### config.mk
export PLATFORM = sky130hd
export DESIGN_NAME = hist_dump_receiver
export DESIGN_NICKNAME = d
export VERILOG_FILES = /design/src/rtl/hist_dump_receiver.sv
export SDC_FILE = /design/constraint.sdc
export NUM_CORES = 1
export LEC_CHECK = 0
export ABC_AREA = 1
export ABC_CLOCK_PERIOD_IN_PS = 4600
export BUFFER_PORTS_ARGS = -buffer_cell sky130_fd_sc_hd__clkbuf_2
export CORE_ASPECT_RATIO = 0.6
export CORE_UTILIZATION = 55
export DETAILED_ROUTE_END_ITERATION = 10
export PLACE_DENSITY_LB_ADDON = 0.3
export SYNTH_ARGS = -nofsm -noshare
export SYNTH_HDL_FRONTEND = slang
export SYNTH_SLANG_ARGS = --single-unit
### constraint.sdc
create_clock -name clk -period 4.6 [get_ports clk]
set_input_delay 0.23 -clock clk [delete_from_list [all_inputs] [get_ports clk]]
set_output_delay 0.23 -clock clk [all_outputs]
set_load 0.005 [all_outputs]
### src/rtl/hist_dump_receiver.sv
// Histogram dump receiver: captures one NUM_BINS-beat frame, checks framing,
// tracks total and peak on the fly, and holds the results until the host acks.
module hist_dump_receiver #(
  parameter int NUM_BINS = 32,
  parameter int BIN_W    = 4,
  parameter int FCNT_W   = 8,
  parameter int IDX_W    = $clog2(NUM_BINS)
) (
  input  logic              clk,
  input  logic              rst_n,
  input  logic              ena,
  input  logic [BIN_W-1:0]  bin_data,
  input  logic              bin_valid,
  input  logic              bin_last,
  input  logic              ack,
  input  logic [IDX_W-1:0]  rd_addr,
  output logic [BIN_W-1:0]  rd_data,
  output logic              frame_ready,
  output logic [BIN_W+IDX_W-1:0] total,
  output logic [BIN_W-1:0]  peak_val,
  output logic [IDX_W-1:0]  peak_idx,
  output logic              frame_err,
  output logic              overrun,
  output logic [FCNT_W-1:0] frame_cnt
);
  localparam int SUM_W = BIN_W + IDX_W;

  typedef enum logic [1:0] {CAPTURE, HOLD, DISCARD} state_t;

  state_t state, state_n;
  logic [IDX_W-1:0] cnt;
  logic [SUM_W-1:0] run_sum, sum_n;
  logic [BIN_W-1:0] run_peak, peak_n;
  logic [IDX_W-1:0] run_idx, idx_n;
  logic [NUM_BINS-1:0][BIN_W-1:0] bin_mem;

  logic at_end, cap_beat, good, err_set, drop;

  // State register
  always_ff @(posedge clk) begin
    if (!rst_n)   state <= CAPTURE;
    else if (ena) state <= state_n;
  end

  // Next-state logic
  always_comb begin
    state_n = state;
    case (state)
      CAPTURE: if (bin_valid && at_end) state_n = bin_last ? HOLD : DISCARD;
      HOLD:    if (ack) state_n = CAPTURE;
      DISCARD: if (bin_valid && bin_last) state_n = CAPTURE;
      default: state_n = CAPTURE;
    endcase
  end

  // Output / decode logic
  always_comb begin
    at_end      = (cnt == IDX_W'(NUM_BINS-1));
    cap_beat    = bin_valid && (state == CAPTURE);
    good        = cap_beat && at_end && bin_last;
    err_set     = cap_beat && (at_end != bin_last);
    drop        = bin_valid && (state == HOLD);
    frame_ready = (state == HOLD);
  end

  // Running sum/peak as they would stand after this beat; beat 0 reloads
  always_comb begin
    sum_n  = (cnt == '0) ? SUM_W'(bin_data) : run_sum + SUM_W'(bin_data);
    peak_n = run_peak;
    idx_n  = run_idx;
    if (cnt == '0 || bin_data > run_peak) begin
      peak_n = bin_data;
      idx_n  = cnt;
    end
  end

  always_ff @(posedge clk) begin
    if (!rst_n) begin
      cnt       <= '0;
      run_sum   <= '0;
      run_peak  <= '0;
      run_idx   <= '0;
      total     <= '0;
      peak_val  <= '0;
      peak_idx  <= '0;
      frame_err <= 1'b0;
      overrun   <= 1'b0;
      frame_cnt <= '0;
      rd_data   <= '0;
    end else if (ena) begin
      rd_data <= bin_mem[rd_addr];
      if (cap_beat) begin
        cnt      <= (bin_last || at_end) ? '0 : cnt + 1'b1;
        run_sum  <= sum_n;
        run_peak <= peak_n;
        run_idx  <= idx_n;
      end
      if (good) begin
        total     <= sum_n;
        peak_val  <= peak_n;
        peak_idx  <= idx_n;
        frame_cnt <= frame_cnt + 1'b1;
      end
      // A set in the same cycle as ack wins
      frame_err <= err_set || (frame_err && !ack);
      overrun   <= drop || (overrun && !ack);
    end
  end

  // Buffer has no reset; only valid once a frame is held
  always_ff @(posedge clk) begin
    if (ena && cap_beat) bin_mem[cnt] <= bin_data;
  end

endmodule

==> results.toml <==
[run_status]
status = "complete, no violations"

[power_and_ir_drop]
finalPower_mw = 3.55
leakage_nw = 3.63
pwr_density_cell_mw_per_mm2 = 393
ir_drop_uv = 218

[synth]
ys_ff_latch = 185
syn_area_mm2 = 0.00814
avgSynthCellArea_um2 = 9.31
synth-edff-count = 128
yosysTopAreaCell = "edfxtp_1"
synth.distinct_cells = 33
async_flop_share_pct = 0
yosys.area.top_type_share_pct = 47.2
synth_flop_cell = "edfxtp_1"
syn-instance-count = 874
yosysWarnings = 0
ys_seq_area_share_pct = 61.3
synthTopCellsByArea = "edfxtp_1 (47%), dfxtp_1 (14%), nand2_1 (11%)"
synth_fp_nets = 905

[floorplan]
die_w_um = 159
initial_core_util_pct = 56.2
die-area_mm2 = 0.0153
coreArea_mm2 = 0.0145
ios = 48
std_cell_rows = 34
die-height_um = 96.2

[worst_hold_path]
worstHoldPathCells = 2
holdCritPathClass = "in -> reg"

[sta]
final.period_utilization_pct = 55.5
setup_viol = 0
clock_skew_ns = 0.0117
rsz0062_at_grt = "false"
relSlewSlack_pct = 25.5
fin_setup_tns_ns = 0
max_freq_ghz = 0.392
setup_slack_ns = 2.05
slew_viol_final = 0
hold_slack_ns = 0.164
period_needed_ns = 2.55
max_slew.worst_pin.slew_ns = 1.12
hold_violations = 0

[critical_path]
cp_slowest_cell = "dfxtp_1"
cp-start-kind = "flip-flop"
crit_family = "simple AND/OR/NAND/NOR gates"
cp-end-kind = "flip-flop"
arrival_ns = 2.88
cp_cell_sequence = "inv_1 -> nor3_1 -> ha_1 -> nand3_1 -> nor3_4 -> buf_4 -> inv_2 -> nor2_2 -> nand2_1 -> o21ai_1 -> a21oi_1"
slowest_delay_ns = 0.52
reg2regPathDepth = 11
crit_type = "reg -> reg"
crit_buf_inv = 3
crit_path_max_fanout = 42
cp.required_ns = 4.93
cp_num_cells = 11

[clock_network]
cts_root_buffer = "clkbuf_16"
clock-sinks = 185
insertion_delay_ns = 0.43
cts_buffers = 17
cts_setup_buffers = 0
cts_resized = 0
clock_path_buffers = 2
cts_tree = "yes"
ctsHoldBuffers = 0
clk_pin_slew_ns = 0.07
cts_htree_levels = 4

[routing]
drc = 0
wl_per_cell_um = 16.8
drtAntennaViolNets = 0
vias = 6198
drtIter0Drc = 709
first_pass_iters = 5
routed_via_density = 5.56
wl_um = 18700

[global_routing]
grt_usage_pct = 25.8
grt_pass1_wl_um = 29900
grt_overflow = 0
grt_max_degree = 65
antenna_found_initial = 0
grt_pass1_vias = 5592

[cells_and_area]
num_antenna_cells = 0
syn2layout_area_growth_pct = 11.1
layout-drive-gt1-share_pct = 10.0
final_common_cell = "nand2_1"
fin_area_mm2 = 0.00904
nets = 935
layout.cells.most_common_list = "nand2_1 (235), nand3_1 (147), edfxtp_1 (128)"
fillCellCount = 1206

[placement]
placement.io_buffers = 47
hpwl_um = 11800
gp_congestion = 0.889
place_ws_ns = 2.06
dpl-instance-area_mm2 = 0.00844

[run]
max_cap_violations = 0
state kept, by name, indices dropped and copies added, names as in the netlist:
register	count
rd_data	4
overrun	1
frame_err	1
total	9
peak_idx	5
frame_cnt	8
run_peak	4
state	2
peak_val	4
run_idx	5
run_sum	9
bin_mem	128
cnt	5
cell families (layout without fill, tap and decap cells):
kind of cell | after synthesis | in the layout | synth area share [%]
AOI/OAI and AO/OA | 80 | 80 | 5.18
buffers and inverters | 105 | 148 | 5.46
and+or+nand+nor | 486 | 486 | 25.3
adders and majority gates | 16 | 16 | 2.55
xor gates and xnor gates | 2 | 2 | 0.215
DFF | 185 | 185 | 61.3
layout make-up:
class / instances / area [µm²] / area share, %
Timing Repair Buffer: 50 / 258 / 2.85
Multi-Input combinational cell: 584 / 2710 / 29.9
Clock inverter: 14 / 164 / 1.81
Inverter: 66 / 248 / 2.74
Clock buffer: 18 / 429 / 4.75
Tap cell: 198 / 248 / 2.74
Sequential cell: 185 / 4980 / 55.2
report_power, final:
group / internal, mW / leakage, nW / switching [mW]
clock: 0.817 / 0.291 / 0.661
sequential: 1.80 / 1.62 / 0.0143
combinational: 0.0706 / 1.73 / 0.190
total: 2.68 / 3.63 / 0.865
layer usage:
metal  share of wire (%)  vias to the layer above  track usage [%]
met5                   0                        -                0
met4                0.86                        0             7.93
met3                 8.6                       14             4.61
met2                  42                      256             37.4
met1                  48                     2925             39.2
li1                    -                     3003                -
cells in the mapped netlist, types with 2 or more instances:
cell type,count
nand2_1,235
buf_4,2
buf_2,26
dfxtp_1,57
a211oi_1,2
nand2_2,2
nand3b_1,2
xnor2_1,2
o21ai_1,3
edfxtp_1,128
inv_2,6
nor3_1,7
nand3_1,147
o21ai_0,30
inv_1,60
a21oi_1,39
clkbuf_1,10
ha_1,15
nor2_1,87
through the flow:
step | instances | util (%)
5_1_grt | 1115 | 62.5
6_report | 1115 | 62.5
3_3_place_gp | 1083 | 58.4
2_1_floorplan | 874 | -
4_1_cts | 1115 | 62.5
3_5_place_dp | 1083 | 58.4
worst register-to-register path: stages, from the launching register on:
cell and delay, ns:
dfxtp_1 0.52, inv_1 0.16, nor3_1 0.23, ha_1 0.27, nand3_1 0.15, nor3_4 0.17, buf_4 0.38, inv_2 0.18
nor2_2 0.14, nand2_1 0.08, o21ai_1 0.12, a21oi_1 0.06
path summary, 6_finish.rpt:
path / start / endpoint / slack, ns
worst max-delay path: cnt[2] / frame_cnt[5] / 2.05
worst min-delay path: ena / rd_data[2] / 0.16
worst max register to register: cnt[2] / frame_cnt[5] / 2.05
worst min register to register: overrun / overrun / 0.48
Note: power is estimated with default switching activity, not from simulation.
